**config.mk**
```make
export PLATFORM = sky130hd
export DESIGN_NAME = irq_trap_sequencer
export DESIGN_NICKNAME = d
export VERILOG_FILES = /design/src/rtl/irq_trap_sequencer.sv
export SDC_FILE = /design/constraint.sdc
export NUM_CORES = 1
export LEC_CHECK = 0
export CAP_MARGIN = 25
export CORE_MARGIN = 2
export CORE_UTILIZATION = 44
export DETAILED_ROUTE_END_ITERATION = 10
export HOLD_SLACK_MARGIN = 0.05
export PLACE_DENSITY = 0.81
export SETUP_SLACK_MARGIN = 0.1
export SYNTH_ARGS = -nofsm -noshare
export SYNTH_HDL_FRONTEND = slang
export SYNTH_SLANG_ARGS = --single-unit
```
**constraint.sdc**
```tcl
create_clock -name clk_i -period 3.5 [get_ports clk_i]
set_input_delay 0.35 -clock clk_i [delete_from_list [all_inputs] [get_ports clk_i]]
set_output_delay 0.35 -clock clk_i [all_outputs]
set_load 0.005 [all_outputs]
```
**src/rtl/irq_trap_sequencer.sv**
```systemverilog
// Trap/interrupt sequencer in front of the machine-mode CSR controller.
// Define IRQ_SEQ_EDGE_EN for edge-triggered pending interrupt lines.
module irq_trap_sequencer #(
    parameter int N_IRQ = 16
) (
    input  logic             clk_i,
    input  logic             rst_i,
    input  logic [N_IRQ-1:0] irq_i,
    input  logic             exc_i,
    input  logic [4:0]       exc_cause_i,
    input  logic             ready_i,
    input  logic             mret_i,
    input  logic [31:0]      pc_i,
    input  logic [31:0]      mie_i,
    input  logic [31:0]      mtvec_i,
    input  logic [31:0]      mepc_i,
    output logic             trap_o,
    output logic [31:0]      mcause_o,
    output logic [31:0]      epc_o,
    output logic             redirect_o,
    output logic [31:0]      redirect_pc_o,
    output logic [N_IRQ-1:0] irq_ack_o,
    output logic             gie_o,
    output logic             busy_o
);

    typedef enum logic [2:0] {
        S_IDLE,
        S_ARM,
        S_TRAP,
        S_HANDLER,
        S_RETURN
    } state_t;

    state_t r_state;
    state_t w_next;

    logic             r_is_exc;
    logic [4:0]       r_cause;
    logic [3:0]       r_idx;
    logic [31:0]      r_epc_lat;
    logic             r_trap;
    logic [31:0]      r_mcause;
    logic [31:0]      r_epc;
    logic             r_redirect;
    logic [31:0]      r_redirect_pc;
    logic [N_IRQ-1:0] r_ack;
    logic             r_gie;
    logic             r_busy;

    logic [N_IRQ-1:0] w_src;
    logic [N_IRQ-1:0] w_elig;
    logic             w_any;
    logic [3:0]       w_sel;
    logic [N_IRQ-1:0] w_onehot;
    logic             w_take_exc;
    logic             w_take_irq;
    logic             w_fire;
    logic             w_ret;
    logic [4:0]       w_trap_cause;
    logic [31:0]      w_base;
    logic [31:0]      w_vec;
    logic [31:0]      w_target;
    logic             w_unused;

    assign w_unused = ^mie_i;

`ifdef IRQ_SEQ_EDGE_EN
    logic [N_IRQ-1:0] r_prev;
    logic [N_IRQ-1:0] r_pend;
    logic [N_IRQ-1:0] w_rise;

    assign w_rise = irq_i & ~r_prev;
    assign w_src  = r_pend;

    // A rising edge in the ack cycle keeps the bit set.
    always_ff @(posedge clk_i or negedge rst_i) begin
        if (!rst_i) begin
            r_prev <= '0;
            r_pend <= '0;
        end else begin
            r_prev <= irq_i;
            r_pend <= (r_pend & ~r_ack) | w_rise;
        end
    end
`else
    assign w_src = irq_i;
`endif

    assign w_elig = w_src & mie_i[16 +: N_IRQ] & {N_IRQ{r_gie}};

    // Fixed priority: lowest line index wins.
    always_comb begin
        w_any = 1'b0;
        w_sel = 4'd0;
        for (int i = N_IRQ - 1; i >= 0; i--) begin
            if (w_elig[i]) begin
                w_any = 1'b1;
                w_sel = 4'(i);
            end
        end
    end

    always_comb begin
        w_onehot = '0;
        for (int i = 0; i < N_IRQ; i++) begin
            w_onehot[i] = (r_idx == 4'(i));
        end
    end

    assign w_trap_cause = r_is_exc ? r_cause : {1'b1, r_idx};
    assign w_base       = {mtvec_i[31:2], 2'b00};
    assign w_vec        = w_base + {25'b0, w_trap_cause, 2'b00};
    assign w_target     = (!r_is_exc && mtvec_i[1:0] == 2'b01) ? w_vec : w_base;

    always_comb begin
        w_next     = r_state;
        w_take_exc = 1'b0;
        w_take_irq = 1'b0;
        w_fire     = 1'b0;
        w_ret      = 1'b0;
        case (r_state)
            S_IDLE: begin
                if (exc_i) begin
                    w_take_exc = 1'b1;
                    w_next     = S_ARM;
                end else if (w_any) begin
                    w_take_irq = 1'b1;
                    w_next     = S_ARM;
                end
            end
            S_ARM: begin
                if (ready_i) begin
                    w_fire = 1'b1;
                    w_next = S_TRAP;
                end
            end
            S_TRAP: begin
                w_next = S_HANDLER;
            end
            S_HANDLER: begin
                if (exc_i) begin
                    w_take_exc = 1'b1;
                    w_next     = S_ARM;
                end else if (mret_i) begin
                    w_ret  = 1'b1;
                    w_next = S_RETURN;
                end
            end
            S_RETURN: begin
                w_next = S_IDLE;
            end
            default: begin
                w_next = S_IDLE;
            end
        endcase
    end

    always_ff @(posedge clk_i or negedge rst_i) begin
        if (!rst_i) begin
            r_state       <= S_IDLE;
            r_is_exc      <= 1'b0;
            r_cause       <= 5'd0;
            r_idx         <= 4'd0;
            r_epc_lat     <= 32'd0;
            r_trap        <= 1'b0;
            r_mcause      <= 32'd0;
            r_epc         <= 32'd0;
            r_redirect    <= 1'b0;
            r_redirect_pc <= 32'd0;
            r_ack         <= '0;
            r_gie         <= 1'b1;
            r_busy        <= 1'b0;
        end else begin
            r_state    <= w_next;
            r_busy     <= (w_next != S_IDLE);
            r_trap     <= w_fire;
            r_redirect <= w_fire | w_ret;
            r_ack      <= (w_fire && !r_is_exc) ? w_onehot : '0;
            if (w_take_exc) begin
                r_is_exc  <= 1'b1;
                r_cause   <= exc_cause_i;
                r_epc_lat <= pc_i;
            end
            if (w_take_irq) begin
                r_is_exc <= 1'b0;
                r_idx    <= w_sel;
            end
            // Exceptions report the PC captured with the fault.
            if (w_fire) begin
                r_mcause      <= {~r_is_exc, 26'b0, w_trap_cause};
                r_epc         <= r_is_exc ? r_epc_lat : pc_i;
                r_redirect_pc <= w_target;
                r_gie         <= 1'b0;
            end
            if (w_ret) begin
                r_redirect_pc <= mepc_i;
                r_gie         <= 1'b1;
            end
        end
    end

    assign trap_o        = r_trap;
    assign mcause_o      = r_mcause;
    assign epc_o         = r_epc;
    assign redirect_o    = r_redirect;
    assign redirect_pc_o = r_redirect_pc;
    assign irq_ack_o     = r_ack;
    assign gie_o         = r_gie;
    assign busy_o        = r_busy;

endmodule

```
==> run_results.csv, run 1 <==
group,metric,value,unit
place,place_congestion,0.821,
synthesis,netlist_instances,657,
pwr,totalPowerFinal,7.48,mW
synthesis,yosys-top-cells-count,"134 x dfrtp_1, 58 x nand2_1, 58 x nor2_1",
detailed_routing,drc,0,
setup_path,path_common_cell,"nor2b_1",
die,die_area,16400,sq um
cts,ctsResizeCount,0,
place,dp_hpwl,13.0,mm
detailed_routing,routed_via_density,5.32,
pwr,p_leak,4.19,nW
layout,diodes,0,
synthesis,synth.most_common_cell,"dfrtp_1",
setup_path,r2r-start,"r_is_exc",
cts,cts.sinks,135,
sta,finalWorstSetupSlack,0.512,ns
synthesis,ys_seq_area_share,50.0,%
setup_path,r2r-end,"redirect_pc_o[30]",
synthesis,synth_cell_type_count,57,
run_status,status,"finished clean",
layout,area_growth,43.2,%
sta,final_hold_viol_count,0,
setup_path,crit_chain,"nor2b_1 -> a21oi_1 -> fa_1 -> nor2b_1 -> o31a_1 -> o211ai_4 -> or4_1 -> nand3_1",
sta,worst_pin_slew,0.642,ns
detailed_routing,wl_per_cell,17.0,microns
cts,cts_tree,"done",
setup_path,startpoint,"r_is_exc",
cts,clockBufferDepth,2,
sta,slew_headroom,57.2,%
synthesis,syn_area,6760,sq um
cts,insertion_delay,0.42,ns
die,rows,45,
sta,setup_viol,0,
global_routing,antenna_found_initial,0,
die,ios,270,
cts,postCtsSetupBuffers,0,
synthesis,ys_seq_elements,135,
flow_run,drv_cap,0,
setup_path,critPathMaxFanout,12,
die,core_area,15100,sq um
synthesis,synth_edf_count,0,
setup_path,cp_data_arrival_time,3.35,ns
layout,nNetsFinal,1038,
die,die_y,128,microns
place,placed_area,9090,sq um
synthesis,synthArstFlopShare,100,%
pwr,p_per_area,773,nW/um^2
global_routing,grt_max_degree,105,
cts,htreeDepth,4,
detailed_routing,drt_iter0_drc,373,
setup_path,reg2reg_depth,8,
sta,fin_skew,0.0106,ns
global_routing,grt_pass1_vias,5625,
layout,fill_cells,1218,
place,place_ws,0.537,ns
detailed_routing,firstDrtPassIters,5,
synthesis,netlist_top_cells_area,"dfrtp_1 50%, mux2_2 7.0%, mux2i_1 5.0%, a21oi_1 3.4%, nand2_1 3.2%",
synthesis,ys.flop_type,"dfrtp_1",
global_routing,grt_overflow_total,0,
setup_path,crit_end,"redirect_pc_o[30]",
sta,grt_setup_unrepaired,"false",
cts,cts_inserted_buffers,17,
global_routing,grt_usage,22.9,%
die,start_util,44.8,%
place,port_buffers,227,
pwr,peakVddDrop,0.427,mV
die,die_x,128,microns
synthesis,synth_top_area_share,49.6,%
detailed_routing,routed_wl,18.3,mm
setup_path,crit_type,"reg2reg",
cts,clk_pin_slew,0.06,ns
sta,fmax,0.335,GHz
setup_path,cpPeakStageDelay,0.56,ns
setup_path,end_kind,"register",
synthesis,synth_largest_area_cell,"dfrtp_1",
sta,finalCritPeriodShare,85.4,%
global_routing,grt_pass1_wl,28.9,mm
setup_path,cp.required,3.86,ns
setup_path,slowest_stage,"o31a_1",
detailed_routing,ant_nets,0,
setup_path,ff2ff_setup_slack,0.51,ns
sta,finalSetupTns,0,ns
synthesis,yosys_warnings,0,
synthesis,syn_avg_cell_area,10.3,sq um
layout,drive_above_1_share,10.5,%
setup_path,startpoint_type,"register",
layout,finish.instance_area,9680,sq um
worst_hold_path,hp-class,"in2async",
cts,cts_root_buffer,"clkbuf_16",
detailed_routing,vias,5738,
sta,slew_violations,0,
sta,min_period,2.99,ns
## layout by cell type, fill, tap and decap left out, drive strengths merged, types with 5 or more instances in the layout
master | netlist | final
xnor2 | 5 | 5
a21oi | 46 | 46
dfrtp | 134 | 134
clkdlybuf4s50 | 0 | 226
a22oi | 25 | 25
nor2b | 6 | 6
o2111ai | 7 | 7
o211ai | 11 | 11
o21ai | 27 | 27
clkinvlp | 0 | 5
ha | 5 | 5
nor2 | 59 | 59
clkbuf | 19 | 19
conb | 1 | 26
mux2i | 34 | 34
mux2 | 42 | 42
buf | 45 | 14
nand4 | 8 | 8
xor2 | 16 | 16
nand3 | 24 | 24
nor3 | 10 | 10
inv | 13 | 18
nand2 | 59 | 59
nand2b | 8 | 8
## sequential cells by signal (all words and copies together) (netlist names)
register / cells
mcause_o: 6
trap_o: 1
gie_o: 1
irq_ack_o: 16
r_is_exc: 1
redirect_o: 1
redirect_pc_o: 32
epc_o: 32
r_idx: 4
r_epc_lat: 32
r_cause: 5
r_state: 3
busy_o: 1
## cells by family (layout without fill, tap and decap cells)
family	after synthesis	after routing	share of synthesized area (%)
and+or+nand+nor	198	198	14.1
AOI/OAI and AO/OA	143	143	13.7
DFF	135	135	50.0
buffers and inverters	77	286	6.12
muxes	76	76	12.0
xor gates and xnor gates	21	21	2.72
adders and majority gates	6	6	1.22
other	1	26	0.0555
## per-layer routing
layer	part of all wire (%)	global-route usage, %	wire [microns]	vias up
li1	-	-	-	2752
met1	43	29.2	7910	2739
met2	48	36.8	8800	205
met3	5.6	5.68	1030	42
met4	3.3	11.1	605	0
met5	0	0	0	-
## power breakdown
part	internal, mW	total (mW)	switching [mW]	leakage [nW]
Combinational	1.74	3.16	1.42	2.30
Sequential	2.24	2.64	0.398	1.63
Clock	0.983	1.68	0.697	0.257
## layout make-up
type / instances / area [sq um] / area share, %
flip-flops and latches: 135 / 3380 / 34.9
multi-input cells: 470 / 3060 / 31.6
repair buffers: 241 / 2400 / 24.8
clock buffers: 19 / 433 / 4.47
well taps: 188 / 235 / 2.43
clock inverters: 13 / 121 / 1.25
inverters: 13 / 48.8 / 0.504
## metrics by stage
step | hold slack [ns] | utilization, % | instances
floorplan | 0.0544 | - | 682
global placement | 0.461 | 60.2 | 1045
detailed placement | 0.462 | 60.2 | 1045
CTS | 0.0881 | 63.9 | 1077
global route | 0.386 | 64.2 | 1079
finish | 0.377 | 64.2 | 1079
## worst min-delay path by stage
stage	from	to	slack, ns	depth (start not counted)
after global routing	rst_i	redirect_pc_o[4]	0.39	2
after floorplan	rst_i	busy_o	0.05	0
after CTS	rst_i	redirect_pc_o[28]	0.09	1
after global placement	mcause_o[0]	mcause_o[0]	0.46	2
final	rst_i	redirect_pc_o[25]	0.38	2
after detailed placement	mcause_o[3]	mcause_o[3]	0.46	2
## repair_timing
action | in CTS | in global routing
endpoints found under the setup margin | 0 | 0
hold buffers | 0 | 1
hold endpoints to repair | 0 | 29
## worst max-delay path: cells and delay by family, from the launching register on
kind	cells	cell delay, ns
AND/OR/NAND/NOR	4	1.13
AO/OA/AOI/OAI	3	0.88
flip-flops	1	0.47
adder cells (fa/ha/maj)	1	0.43
Power figures use the tool's default switching activity.
==> run 2: changes to the inputs <==
--- a/config.mk
+++ b/config.mk
@@ -6,11 +6,15 @@
 export NUM_CORES = 1
 export LEC_CHECK = 0
 export CAP_MARGIN = 25
+export CELL_PAD_IN_SITES_DETAIL_PLACEMENT = 1
+export CELL_PAD_IN_SITES_GLOBAL_PLACEMENT = 1
 export CORE_MARGIN = 2
-export CORE_UTILIZATION = 44
+export CORE_UTILIZATION = 33
 export DETAILED_ROUTE_END_ITERATION = 10
+export GPL_TIMING_DRIVEN = 0
 export HOLD_SLACK_MARGIN = 0.05
-export PLACE_DENSITY = 0.81
+export MAX_ROUTING_LAYER = met4
+export PLACE_DENSITY_LB_ADDON = 0.1
 export SETUP_SLACK_MARGIN = 0.1
 export SYNTH_ARGS = -nofsm -noshare
 export SYNTH_HDL_FRONTEND = slang
==> run_results.csv, run 2 (synthesis results as in run 1) <==
group,metric,value,unit
sta,setup_viol,0,
setup_path,r2r-end,"redirect_pc_o[26]",
sta,grt_setup_unrepaired,"false",
layout,final_cell_mix,"226 x clkdlybuf4s50_1, 134 x dfrtp_1, 58 x nand2_1, 58 x nor2_1, 46 x a21oi_1",
layout,final_common_cell,"clkdlybuf4s50_1",
cts,clk_pin_slew,0.06,ns
pwr,p_switching,2.73,mW
die,start_util,33.5,%
die,ios,270,
run_status,status,"finished clean",
sta,slew_violations,0,
setup_path,crit_end,"redirect_pc_o[26]",
layout,nNetsFinal,1090,
sta,final_hold_viol_count,0,
global_routing,grt_pass1_vias,6604,
place,port_buffers,227,
global_routing,grt_max_degree,93,
setup_path,startpoint_type,"register",
detailed_routing,ant_nets,0,
cts,cts.sinks,135,
setup_path,r2r-start,"r_idx[0]",
setup_path,cp.required,3.78,ns
cts,cts_root_buffer,"clkbuf_16",
detailed_routing,drt_iter0_drc,173,
setup_path,ff2ff_setup_slack,0.42,ns
setup_path,crit_type,"reg2reg",
pwr,p_seq_share,32.5,%
setup_path,reg2reg_depth,11,
sta,slew_headroom,47.0,%
worst_hold_path,hp-class,"in2async",
sta,finalSetupTns,0,ns
pwr,p_leak,4.41,nW
sta,min_period,3.08,ns
cts,insertion_delay,0.43,ns
sta,fmax,0.325,GHz
die,core_area,20200,sq um
setup_path,cp_data_arrival_time,3.36,ns
pwr,peakVddDrop,0.393,mV
flow_run,drv_cap,0,
setup_path,end_kind,"register",
layout,area_growth,50.3,%
place,place_congestion,0.805,
cts,cts_tree,"done",
cts,htreeDepth,4,
place,placed_area,9500,sq um
sta,hold-worst-slack,0.431,ns
sta,worst_pin_slew,0.795,ns
setup_path,startpoint,"r_idx[0]",
cts,cts_inserted_buffers,17,
sta,finalCritPeriodShare,88.0,%
die,rows,52,
layout,fin_util,50.4,%
die,die_y,147,microns
die,die_x,147,microns
detailed_routing,wl_per_cell,19.1,microns
global_routing,antenna_found_initial,1,
detailed_routing,routed_wl,23.1,mm
pwr,swShare,33.9,%
pwr,pwr-share-clk,24.8,%
pwr,totalPowerFinal,8.04,mW
layout,drive_above_1_share,12.4,%
setup_path,critPathMaxFanout,10,
pwr,combPwrFrac,42.7,%
cts,clockBufferDepth,2,
global_routing,grt_usage,22.1,%
detailed_routing,routed_via_density,4.98,
place,dp_hpwl,17.4,mm
detailed_routing,drc,0,
layout,finish.instance_area,10200,sq um
die,die_area,21700,sq um
detailed_routing,firstDrtPassIters,4,
detailed_routing,vias,6051,
pwr,power.internal,5.32,mW
global_routing,grt_pass1_wl,36.1,mm
pwr,p_per_area,791,nW/um^2
sta,fin_skew,0.00858,ns
global_routing,grt_overflow_total,0,
-- run 2: cell count changes in the layout (fill, tap and decap cells not counted), sizes merged --
cell,change
buf,+33
clkinv,+2
clkinvlp,-3
inv,-3
bufinv,+4
diode,+1
clkbuf,+19
-- run 2: worst max-delay path, stage by stage (launching register included) --
cell and delay [ns]:
dfrtp_1 0.32, clkbuf_1 0.33, mux2_2 0.28, ha_1 0.20
inv_1 0.07, fa_1 0.39, nor2b_1 0.25, o31a_1 0.27
clkbuf_2 0.30, o2111ai_1 0.18, xnor2_1 0.24, o211ai_1 0.11
-- run 2: repair_timing --
item                                    CTS  global route
endpoints found under the setup margin    0             7
gates resized for setup                   0             2
setup buffers                             0             0
hold buffers                              1             0
endpoints found under the hold margin    43             0
-- run 2: worst min path at each step --
stage           startpoint               end  cells past startpoint
4_1_cts              rst_i  redirect_pc_o[1]                      2
5_1_grt              rst_i  redirect_pc_o[1]                      2
2_1_floorplan        rst_i            busy_o                      0
3_5_place_dp         rst_i  redirect_pc_o[1]                      1
3_3_place_gp   mcause_o[2]       mcause_o[2]                      2
6_report             rst_i  redirect_pc_o[1]                      2
-- run 2: cell type report --
class	count	area, sq um
plain buffers	64	367
diodes	1	2.50
inverters	13	48.8
multi-input cells	470	3060
fillers	2219	10000
clock buffers	19	433
flip-flops and latches	135	3380
repair buffers	229	2310
clock inverters	13	220
well taps	270	338
-- run 2: stage by stage --
step | instances | worst slack (ns)
global route | 1214 | 0.223
floorplan | 682 | 0.966
detailed placement | 1180 | 0.293
global placement | 1179 | -3.29
finish | 1214 | 0.421
CTS | 1213 | 0.234
-- run 2: per-layer routing --
| metal | track usage [%] | wire length (microns) | vias up |
|---|---|---|---|
| met5 | - | 0 | - |
| met4 | 7.93 | 567 | 0 |
| met3 | 5.16 | 1390 | 39 |
| met2 | 36.7 | 11400 | 195 |
| met1 | 26.4 | 9720 | 2969 |
| li1 | - | - | 2848 |
-- run 2: power by group through the flow --
stage	clock [mW]	sequential (mW)	combinational, mW
global route	2.11	2.70	3.75
floorplan	0	2.59	1.77
detailed placement	0	2.64	3.45
finish	1.99	2.61	3.43
global placement	0	2.59	3.31
CTS	2.05	2.62	3.49
==> run 3: changes to the inputs <==
--- a/config.mk
+++ b/config.mk
@@ -9,9 +9,8 @@
 export CELL_PAD_IN_SITES_DETAIL_PLACEMENT = 1
 export CELL_PAD_IN_SITES_GLOBAL_PLACEMENT = 1
 export CORE_MARGIN = 2
-export CORE_UTILIZATION = 33
+export CORE_UTILIZATION = 29
 export DETAILED_ROUTE_END_ITERATION = 10
-export GPL_TIMING_DRIVEN = 0
 export HOLD_SLACK_MARGIN = 0.05
 export MAX_ROUTING_LAYER = met4
 export PLACE_DENSITY_LB_ADDON = 0.1
==> constraint.sdc (replaced) <==
create_clock -name clk_i -period 2.6 [get_ports clk_i]
set_input_delay 0.26 -clock clk_i [delete_from_list [all_inputs] [get_ports clk_i]]
set_output_delay 0.26 -clock clk_i [all_outputs]
set_load 0.005 [all_outputs]
==> run_results.csv, run 3 (synthesis results as in run 1) <==
group,metric,value,unit
cts,insertion_delay,0.42,ns
sta,finalSetupTns,0,ns
detailed_routing,routed_via_density,4.79,
layout,fin_util,45.5,%
cts,cts.sinks,135,
sta,worst_pin_slew,0.605,ns
global_routing,grt_pass1_wl,34.5,mm
place,placed_area,9420,sq um
die,rows,55,
detailed_routing,routed_wl,22.5,mm
global_routing,use_met3,5.51,%
cts,cts_tree,"done",
sta,setup_viol,0,
layout,drive_above_1_share,15.8,%
cts,cts_root_buffer,"clkbuf_16",
setup_path,cpPeakStageDelay,0.48,ns
sta,min_period,2.51,ns
detailed_routing,ant_nets,0,
sta,final_hold_viol_count,0,
layout,nNetsFinal,1067,
worst_hold_path,hp-class,"in2async",
global_routing,grt_overflow_total,0,
setup_path,r2r-start,"r_is_exc",
layout,final_cell_mix,"226 x clkdlybuf4s50_1, 133 x dfrtp_1, 58 x nand2_1, 58 x nor2_1, 44 x a21oi_1",
setup_path,cp.required,2.89,ns
die,ios,270,
setup_path,crit_family,"compound AO/OA/AOI/OAI gates",
cts,clk_pin_slew,0.06,ns
pwr,totalPowerFinal,11.2,mW
sta,slew_headroom,59.7,%
setup_path,reg2reg_depth,11,
place,place_congestion,0.827,
cts,cts_inserted_buffers,17,
detailed_routing,vias,5912,
cts,clockBufferDepth,2,
global_routing,use_met1,22.4,%
detailed_routing,wl_per_cell,18.2,microns
global_routing,antenna_found_initial,1,
pwr,peakVddDrop,0.479,mV
sta,finalCritPeriodShare,96.4,%
run_status,status,"finished clean",
layout,fill_cells,2513,
setup_path,r2r-end,"redirect_pc_o[28]",
die,die_area,24600,sq um
cts,htreeDepth,4,
layout,seq_area,3380,sq um
global_routing,grt-busiest-layer,"met2",
global_routing,grt_max_degree,67,
setup_path,path_buf_inv,3,
setup_path,cp_data_arrival_time,2.79,ns
setup_path,crit_type,"reg2reg",
global_routing,use_met2,31.1,%
pwr,p_leak,4.41,nW
sta,fin_skew,0.00954,ns
setup_path,critPathMaxFanout,8,
layout,multiInputGateArea,3240,sq um
place,dp_hpwl,16.3,mm
die,core_area,22800,sq um
sta,slew_violations,0,
sta,fmax,0.399,GHz
setup_path,slowest_stage,"dfrtp_2",
detailed_routing,drt_iter0_drc,191,
detailed_routing,firstDrtPassIters,4,
die,start_util,29.7,%
setup_path,end_kind,"register",
setup_path,startpoint_type,"register",
setup_path,ff2ff_setup_slack,0.09,ns
layout,area_growth,53.4,%
die,die_y,157,microns
flow_run,drv_cap,0,
setup_path,crit_chain,"mux2_4 -> ha_4 -> inv_2 -> fa_2 -> nor2b_4 -> o31a_1 -> buf_6 -> buf_8 -> o2111ai_4 -> xor2_1 -> o211ai_1",
layout,final_common_cell,"clkdlybuf4s50_1",
pwr,p_per_area,1080,nW/um^2
layout,finish.instance_area,10400,sq um
place,port_buffers,227,
detailed_routing,drc,0,
sta,grt_setup_unrepaired,"true",
die,die_x,157,microns
global_routing,grt_usage,18.7,%
global_routing,grt_pass1_vias,6454,
[run 3: worst max-delay path by stage]
stage | startpoint | end | slack [ns] | cells after the start
detailed placement | r_is_exc | redirect_pc_o[29] | -0.02 | 10
CTS | r_is_exc | redirect_pc_o[29] | 0.06 | 10
global route | r_is_exc | redirect_pc_o[28] | 0.0005 | 11
finish | r_is_exc | redirect_pc_o[28] | 0.09 | 11
global placement | mtvec_i[2] | redirect_pc_o[14] | 0.06 | 10
floorplan | r_is_exc | redirect_pc_o[31] | 0.13 | 10
[run 3: area by class of cell]
cell class | count | area share, %
inverter | 13 | 0.470
sequential | 135 | 32.6
tap | 313 | 3.78
clock buffer | 18 | 4.14
clock inverter | 14 | 2.14
multi-input combinational | 470 | 31.3
timing repair buffer | 270 | 25.6
antenna | 1 | 0.0241
[run 3: per-stage QoR]
step                      hold WS [ns]  cells  worst slack (ns)
after floorplan                -0.0356    682             0.129
after global placement           0.213   1188            0.0629
after detailed placement         0.217   1188           -0.0209
after CTS                        0.348   1227            0.0625
after global routing             0.359   1234          0.000532
final                            0.342   1234            0.0948
[run 3: repair_timing]
| item | CTS | global route |
|---|---|---|
| buffers inserted | 6 | 7 |
| hold buffers | 1 | 0 |
| gates resized for setup | 9 | 30 |
| pin swaps | 2 | 22 |
| endpoints found under the hold margin | 41 | 0 |
| setup endpoints to repair | 19 | 24 |
[run 3: layer usage]
layer | routed length, microns | part of all wire [%]
met5 | 0 | 0
met4 | 221 | 0.98
met3 | 1500 | 6.7
met2 | 11000 | 49
met1 | 9740 | 43
[run 3: report_power, final]
group / internal (mW) / leakage [nW] / total, mW / switching, mW
clock: 1.71 / 0.313 / 2.70 / 0.987
combinational: 2.76 / 2.47 / 4.97 / 2.21
sequential: 3.02 / 1.63 / 3.55 / 0.530
